### config.mk
export PLATFORM = sky130hd
export DESIGN_NAME = pipe_reg_chain
export DESIGN_NICKNAME = d
export VERILOG_FILES = /design/src/rtl/pipe_pkg.sv /design/src/rtl/pipe_stage.sv /design/src/rtl/pipe_reg_chain.sv
export SDC_FILE = /design/constraint.sdc
export NUM_CORES = 1
export LEC_CHECK = 0
export BUFFER_PORTS_ARGS = -buffer_cell sky130_fd_sc_hd__buf_2
export CORE_ASPECT_RATIO = 0.75
export CORE_MARGIN = 10
export CORE_UTILIZATION = 64
export DETAILED_ROUTE_END_ITERATION = 8
export HOLD_SLACK_MARGIN = 0.05
export PLACE_DENSITY = 0.87
export SYNTH_ARGS = -nofsm -noshare
export SYNTH_HDL_FRONTEND = slang
export SYNTH_HIERARCHICAL = 1
export SYNTH_SLANG_ARGS = --single-unit
### constraint.sdc
create_clock -name CLK -period 5 [get_ports CLK]
set_input_delay 0.5 -clock CLK [delete_from_list [all_inputs] [get_ports CLK]]
set_output_delay 0.5 -clock CLK [all_outputs]
set_load 0.01 [all_outputs]
### src/rtl/pipe_pkg.sv
//==============================================================================
// Module  : pipe_pkg
// Brief   : Shared defaults and sizing helper for the pipe_reg_chain block.
// Revision: 1.0 - initial release
//==============================================================================
`default_nettype none

package pipe_pkg;

  localparam int c_default_width = 32;
  localparam int c_default_depth = 5;

  // Bits needed to represent an occupancy of 0..depth inclusive.
  function automatic int cnt_width(input int depth);
    return $clog2(depth + 1);
  endfunction

endpackage

`default_nettype wire

### src/rtl/pipe_stage.sv
//==============================================================================
// Module  : pipe_stage
// Brief   : One pipeline slot: payload + valid register with load enable.
// Revision: 1.0 - initial release
//==============================================================================
`default_nettype none

module pipe_stage #(
  parameter int W = 32
) (
  input  logic         clk,
  input  logic         rst,
  input  logic         clr,
  input  logic         load,
  input  logic         d_valid,
  input  logic [W-1:0] d_data,
  output logic         q_valid,
  output logic [W-1:0] q_data
);

  logic         r_valid;
  logic [W-1:0] r_data;

  // Bubbles update only the valid bit, so payload bits never toggle needlessly.
  always_ff @(posedge clk) begin
    if (rst) begin
      r_valid <= 1'b0;
      r_data  <= '0;
    end else if (clr) begin
      r_valid <= 1'b0;
    end else if (load) begin
      r_valid <= d_valid;
      if (d_valid) begin
        r_data <= d_data;
      end
    end
  end

  assign q_valid = r_valid;
  assign q_data  = r_data;

endmodule

`default_nettype wire

### src/rtl/pipe_reg_chain.sv
//==============================================================================
// Module  : pipe_reg_chain
// Brief   : Elastic DEPTH-stage register chain with compaction, flush and
//           occupancy count. Define PIPE_PARITY_EN for per-stage even parity.
// Revision: 1.0 - initial release
//==============================================================================
`default_nettype none

module pipe_reg_chain
  import pipe_pkg::*;
#(
  parameter int WIDTH = c_default_width,
  parameter int DEPTH = c_default_depth
) (
  input  logic                        CLK,
  input  logic                        RESET,
  input  logic                        in_valid,
  input  logic [WIDTH-1:0]            in_data,
  output logic                        in_ready,
  output logic                        out_valid,
  output logic [WIDTH-1:0]            out_data,
  input  logic                        out_ready,
  input  logic                        flush,
  output logic [cnt_width(DEPTH)-1:0] count,
  output logic                        full,
  output logic                        empty,
  input  logic                        par_inj,
  output logic                        par_err
);

  localparam int c_cw = cnt_width(DEPTH);
`ifdef PIPE_PARITY_EN
  localparam int c_sw = WIDTH + 1;
`else
  localparam int c_sw = WIDTH;
`endif
  localparam logic [c_cw-1:0] c_depth_cnt = c_cw'(DEPTH);
  localparam logic [c_cw-1:0] c_one_cnt   = c_cw'(1);

  logic [DEPTH-1:0] w_vld;
  logic [DEPTH-1:0] w_adv;
  logic [DEPTH-1:0] w_load;
  logic [c_sw-1:0]  w_q [DEPTH];
  logic [c_sw-1:0]  w_in_word;
  logic             w_go;
  logic             w_fire_in;
  logic             w_fire_out;
  logic [c_cw-1:0]  r_count;

  assign w_go = out_ready & ~flush;

  generate
    for (genvar k = 0; k < DEPTH; k++) begin : g_stage
      logic            w_d_valid;
      logic [c_sw-1:0] w_d_data;

      // The advance recursion unrolls to: a stage moves when the tail drains
      // or any downstream slot is empty, so no bit depends on its own vector.
      if (k == DEPTH - 1) begin : g_tail
        assign w_adv[k] = w_vld[k] & w_go;
      end else begin : g_body
        assign w_adv[k] = w_vld[k] & (w_go | ~(&w_vld[DEPTH-1:k+1]));
      end

      if (k == 0) begin : g_head_src
        assign w_d_valid = in_valid;
        assign w_d_data  = w_in_word;
      end else begin : g_prev_src
        assign w_d_valid = w_vld[k-1];
        assign w_d_data  = w_q[k-1];
      end

      assign w_load[k] = (~w_vld[k] | w_adv[k]) & ~flush;

      pipe_stage #(
        .W(c_sw)
      ) u_stage (
        .clk    (CLK),
        .rst    (RESET),
        .clr    (flush),
        .load   (w_load[k]),
        .d_valid(w_d_valid),
        .d_data (w_d_data),
        .q_valid(w_vld[k]),
        .q_data (w_q[k])
      );
    end
  endgenerate

  assign in_ready   = (~w_vld[0] | w_adv[0]) & ~flush;
  assign out_valid  = w_vld[DEPTH-1] & ~flush;
  assign out_data   = w_q[DEPTH-1][WIDTH-1:0];
  assign w_fire_in  = in_valid & in_ready;
  assign w_fire_out = out_valid & out_ready;

  always_ff @(posedge CLK) begin
    if (RESET) begin
      r_count <= '0;
    end else if (flush) begin
      r_count <= '0;
    end else if (w_fire_in & ~w_fire_out) begin
      r_count <= r_count + c_one_cnt;
    end else if (~w_fire_in & w_fire_out) begin
      r_count <= r_count - c_one_cnt;
    end
  end

  assign count = r_count;
  assign full  = (r_count == c_depth_cnt);
  assign empty = (r_count == '0);

`ifdef PIPE_PARITY_EN
  logic r_par_err;
  logic w_par_bad;

  assign w_in_word = {(^in_data) ^ par_inj, in_data};
  assign w_par_bad = ^w_q[DEPTH-1];

  always_ff @(posedge CLK) begin
    if (RESET) begin
      r_par_err <= 1'b0;
    end else if (w_fire_out & w_par_bad) begin
      r_par_err <= 1'b1;
    end
  end

  assign par_err = r_par_err;
`else
  logic w_unused_par_inj;

  assign w_in_word        = in_data;
  assign w_unused_par_inj = par_inj;
  assign par_err          = 1'b0;
`endif

endmodule

`default_nettype wire

* Word-level counts from Yosys, hierarchy flattened
Index checks and enable logic that the tools add are counted.
** Operators by class
- Order comparisons :: 0
- Multipliers :: 0
- Reductions and logical operators :: 11
- Divide/modulo/power cells :: 0
- $add $sub $neg :: 2
- Bitwise operators :: 36
- Equality and inequality tests :: 1
- Muxes and demuxes :: 2
- Shift-type cells :: 0
** Operators by type and width (count)
- AND reduction 3 bit :: 6
- bitwise AND 1 bit :: 16
- NOT 1 bit :: 11
- bitwise OR 1 bit :: 9
- two-way mux 3 bit :: 2
- AND reduction 4 bit :: 1
- adder 3 x 1 -> 3 bit (second input constant) :: 1
- equality test 3 bit (second input constant) :: 1
- zero test 3 bit :: 1
- subtractor 3 x 1 -> 3 bit (second input constant) :: 1
- AND reduction 2 bit :: 1
- nonzero test 2 bit :: 1
- OR reduction 2 bit :: 1
** Word-level totals
- Memories kept :: 0
- Output and inout bits :: 40
- Register bits :: 168
- RAM bits :: 0
- Latch bits :: 0
- Memory bits (read-only) :: 0
- Word-level logic and storage cells :: 63
- Bits of input ports :: 38

* Logic depth before layout (Yosys ltp)
- Depth in word-level cells :: 11
- Mapped depth :: 9
- Gate-level depth less buffers :: 9

* Cells and area by module
The synthesis kept the hierarchy.
** Modules (own cells, without submodules)
- pipe_stage :: cells each 143, instances 5, area an instance 1503.9 um2, seq. area each 660.6 um2
- pipe_reg_chain :: cells each 31, instances 1, area an instance 241.5 um2, seq. area each 60.1 um2

* Worst setup path after synthesis
No wires, ideal clock.
- Path kind :: in2reg
- Start :: input out_ready
- End :: register r_count[2], in the netlist count[2]
- Setup slack :: 2.607 ns
- Buffers on the path :: 0
- Stages :: 9
- Arrival :: 2.308 ns
- Required time :: 4.914 ns
- Cells stage by stage :: and4b_1 and3_1 nor3b_1 ha_1 inv_1 fa_1 xor2_1 or3_1 a211oi_1
** On the way
- Cells in the longest elaborated chain, start to end :: 9
- Elaborated cells on any way between the ends :: 13
- Those cells by class :: mux: 1; bitwise: 11; reduce/logical: 1
** Ends and longest elaborated chain
- from (decl) :: line pipe_reg_chain.sv:22 : input logic out_ready,
- bitwise AND 1 bit :: line pipe_reg_chain.sv:50 : assign w_go = out_ready & ~flush;
- bitwise OR 1 bit :: line pipe_reg_chain.sv:62 : assign w_adv[k] = w_vld[k] & (w_go | ~(&w_vld[DEPTH-1:k+1]));
- bitwise AND 1 bit :: line pipe_reg_chain.sv:62
- bitwise OR 1 bit :: line pipe_reg_chain.sv:90 : assign in_ready = (~w_vld[0] | w_adv[0]) & ~flush;
- bitwise AND 1 bit :: line pipe_reg_chain.sv:90
- bitwise AND 1 bit :: line pipe_reg_chain.sv:93 : assign w_fire_in = in_valid & in_ready;
- NOT 1 bit :: line pipe_reg_chain.sv:103 : end else if (~w_fire_in & w_fire_out) begin
- bitwise AND 1 bit :: line pipe_reg_chain.sv:103
- nonzero test 2 bit (no source line)
- to (signal assigned) :: line pipe_reg_chain.sv:102 : r_count <= r_count + c_one_cnt;
- to (signal assigned) :: line pipe_reg_chain.sv:104 : r_count <= r_count - c_one_cnt;
- to (decl) :: line pipe_reg_chain.sv:48 : logic [c_cw-1:0] r_count;
Several ways; a longest one is shown, not always the timed one.
A chain may end at the register's enable or synchronous reset.

* Worst setup path after layout
- Start :: register g_stage[3].u_stage.r_valid
- End :: register r_count[2], in the netlist count[2]
** On the way
- Cells in the longest elaborated chain, start to end :: 10
- Elaborated cells on any way between the ends :: 12
- Those cells by class :: mux: 1; bitwise: 9; reduce/logical: 2
** Ends and longest elaborated chain
- from (decl) :: line pipe_stage.sv:21 : logic r_valid;
- from (signal assigned) :: line pipe_stage.sv:32 : r_valid <= d_valid;
- AND reduction 4 bit * :: line pipe_reg_chain.sv:62
- NOT 1 bit * :: line pipe_reg_chain.sv:62
- bitwise OR 1 bit * :: line pipe_reg_chain.sv:62
- bitwise AND 1 bit * :: line pipe_reg_chain.sv:62
- bitwise OR 1 bit * :: line pipe_reg_chain.sv:90
- bitwise AND 1 bit * :: line pipe_reg_chain.sv:90
- bitwise AND 1 bit * :: line pipe_reg_chain.sv:93
- NOT 1 bit :: line pipe_reg_chain.sv:103
- bitwise AND 1 bit :: line pipe_reg_chain.sv:103
- nonzero test 2 bit (no source line)
Mark *: on every way between the ends. The rest lies on a longest branch, timed or not.

==> run metrics <==
DR iter-0 viols approximately 230; RSZ-0062 raised after global routing false; cts hold-fix bufs 0; Critical R2R Launch g_stage[3].u_stage/q_valid$_SDFFE_PP0P_; final hold slack about 0.34 ns; number of remaining DRC errors 0; Reg-to-Reg End count[2]$_SDFFE_PP0P_; Setup WS pre-CTS 2.27 ns; XOR/XNOR Fraction of Synth Area less than 1%; share of the synthesized area in the top cell type 43.3%; cts repair resizes 0; Slew Limit Fails 0; mux contribution to synthesized area 21.4%; Least-Margin Pin Slew approximately 1.1 ns; Crit Path Max Fanout 5; fmax 403 MHz; CP startpoint g_stage[3].u_stage/q_valid$_SDFFE_PP0P_; final-report hold violation count 0; ANT cells 0; commonest cells after routing, fill and taps aside nand2b_1 (320), dfxtp_1 (168), mux2i_1 (166); Max Cap Viol 0; largest family of logic cells by synthesized area simple AND/OR/NAND/NOR gates; layout cells sized above 1 13.7%; crit end category flop; Lkg Pwr between 2 and 3 nW; critical path startpoint category flop; Synth Instances around 750; Rel. slew slack 25.3%; Initial Util around two thirds; Layout area overhead 9.35%; clock latency on the worst-skew pair 0.41 ns; clock buffer count from CTS 17; routed via count 4767; Yosys reg bits between 150 and 200; DIE WIDTH between 100 and 150 um; Sinks on Clock Net ~170; status finished, final reports clean; yosys warns 6; initial antenna violation count 0; Critical Path Sink count[2]$_SDFFE_PP0P_; Synth Area in Adders 0.419%; Pre-antenna DRT Iters 4; WL/cell 14.6 um; final setup skew 0.00570 ns; clock tree buffer depth 2; I/O Pins ~80; Final TNS setup 0 ns; Avg Cell Area, Syn 10.4 sq um; dominant cell type by area after synthesis dfxtp_1; die area around 0.017 sq mm; largest cells by area after synthesis dfxtp_1 (43%), nand2b_1 (26%), mux2i_1 (21%), buf_12 (3.9%), clkbuf_1 (1.5%); syn_nets between 700 and 800; Setup Viol. Count Final 0; # H-tree levels 4; Hold Crit Depth 3; Nets about 820; HPWL Detailed approximately 9.2 mm; Hold Path Class in2reg; CTS Root Buffer Type clkbuf_16; setup ws final ~2.5 ns; vias in the first global route 4780; clock-pin slew on the worst setup and hold paths 0.06 ns; drt total wl roughly 14 mm; Req. time, crit path around 5.3 ns; fin crit period 2.48 ns; Syn Std Cell Area 0.00776 sq mm; GRT Util Overall between 10% and 20%; fin crit share 49.6%; critical path type reg2reg; antenna-violating nets left 0; Setup Fix Bufs, Post-CTS 0; commonest non-fill, non-tap cell in the layout nand2b_1; register area share after synthesis 43.3%; Via density between 4 and 5; core area roughly 0.012 sq mm; global-route wire length before repair approximately 23 mm; Final GP Congestion 0.699; pin count of the biggest net entering global routing between 200 and 300; Overflow after GRT 0; complex-gate fraction of the synthesized area less than 1%; Arr. time, crit path 2.79 ns; Row Count 34; Post-Synth Simple-Gate Area ~28%; pwr dens 339 mW/mm^2; Die H 115 um; IO Port Bufs 75; reg2reg path depth 9; Core Util, Final just over 70%; Netlist cell types 25; R2R setup slack 2.52 ns; CTS tree yes; peak supply drop about 0.25 mV
==> metal layers <==
layer	track usage, %	part of all wire, %	routed length [um]	vias to the layer above
li1	-	-	-	2495
met1	23.0	53	7370	2172
met2	23.4	41	5690	87
met3	5.06	5.4	752	13
met4	6.52	0.88	123	0
met5	0	0	0	-
==> kinds of logic (layout without fill, tap and decap cells) <==
| logic type | after synthesis | after routing |
|---|---|---|
| adder cells (fa/ha/maj) | 2 | 2 |
| other | 1 | 1 |
| XOR/XNOR | 2 | 2 |
| buffers and inverters | 58 | 107 |
| AO/OA/AOI/OAI | 4 | 4 |
| AND/OR/NAND/NOR | 345 | 345 |
| multiplexers | 166 | 166 |
| flip-flops | 168 | 168 |
==> cells in the mapped netlist <==
library cell  count
a211oi_1          1
a21oi_1           2
and3_1            1
and3b_1           5
and4b_1           1
buf_12           15
buf_2             5
buf_4             1
buf_6             5
clkbuf_1         31
conb_1            1
dfxtp_1         168
fa_1              1
ha_1              1
inv_1             1
mux2i_1         166
nand2_1           2
nand2b_1        320
nor2_1            4
nor2b_1           2
nor3_1            8
nor3b_1           1
o21ai_0           1
or3_1             1
xor2_1            2
==> power breakdown <==
part | leakage (nW) | internal, mW | total (mW) | switching [mW]
sequential | 1.36 | 1.35 | 1.36 | 0.00719
combinational | 1.23 | 0.0693 | 0.124 | 0.0548
clock | 0.309 | 0.905 | 1.39 | 0.489
total | 2.90 | 2.32 | 2.87 | 0.551
==> area by class of cell <==
class	instances	area, sq um
clock buffers	21	460
flip-flops and latches	168	3360
repair buffers	76	389
multi-input cells	520	3890
well taps	162	203
inverters	1	3.75
clock inverters	9	173
fillers	855	3250
==> worst min-delay path by stage <==
stage                                               start                                         end
2_1_floorplan   g_stage[0].u_stage/q_data[0]$_SDFFE_PP0P_   g_stage[0].u_stage/q_data[0]$_SDFFE_PP0P_
3_3_place_gp   g_stage[4].u_stage/q_data[20]$_SDFFE_PP0P_  g_stage[4].u_stage/q_data[20]$_SDFFE_PP0P_
3_5_place_dp   g_stage[4].u_stage/q_data[25]$_SDFFE_PP0P_  g_stage[4].u_stage/q_data[25]$_SDFFE_PP0P_
4_1_cts                                        in_data[5]   g_stage[0].u_stage/q_data[5]$_SDFFE_PP0P_
5_1_grt                                       in_data[31]  g_stage[0].u_stage/q_data[31]$_SDFFE_PP0P_
6_report                                       in_data[5]   g_stage[0].u_stage/q_data[5]$_SDFFE_PP0P_
==> per-stage QoR <==
step / instances / instance area, sq um / total power [mW]
5_1_grt: 957 / 8490 / 2.97
2_1_floorplan: 746 / 7760 / 1.49
3_5_place_dp: 927 / 7850 / 1.51
4_1_cts: 957 / 8490 / 2.90
6_report: 957 / 8490 / 2.87
3_3_place_gp: 927 / 7850 / 1.50
==> registers in the layout, indices dropped and copies added, names as in the netlist <==
register                 flops
g_stage.u_stage/q_data     160
count                        3
g_stage.u_stage/q_valid      5
==> critical path, cell delays in order (launching register included) <==
cell and delay [ns]:
dfxtp_1 0.34, and4b_1 0.25, and3_1 0.21, nor3b_1 0.19, ha_1 0.22, inv_1 0.07
fa_1 0.38, xor2_1 0.16, or3_1 0.31, a211oi_1 0.25
Note: power is estimated with default switching activity, not from simulation.
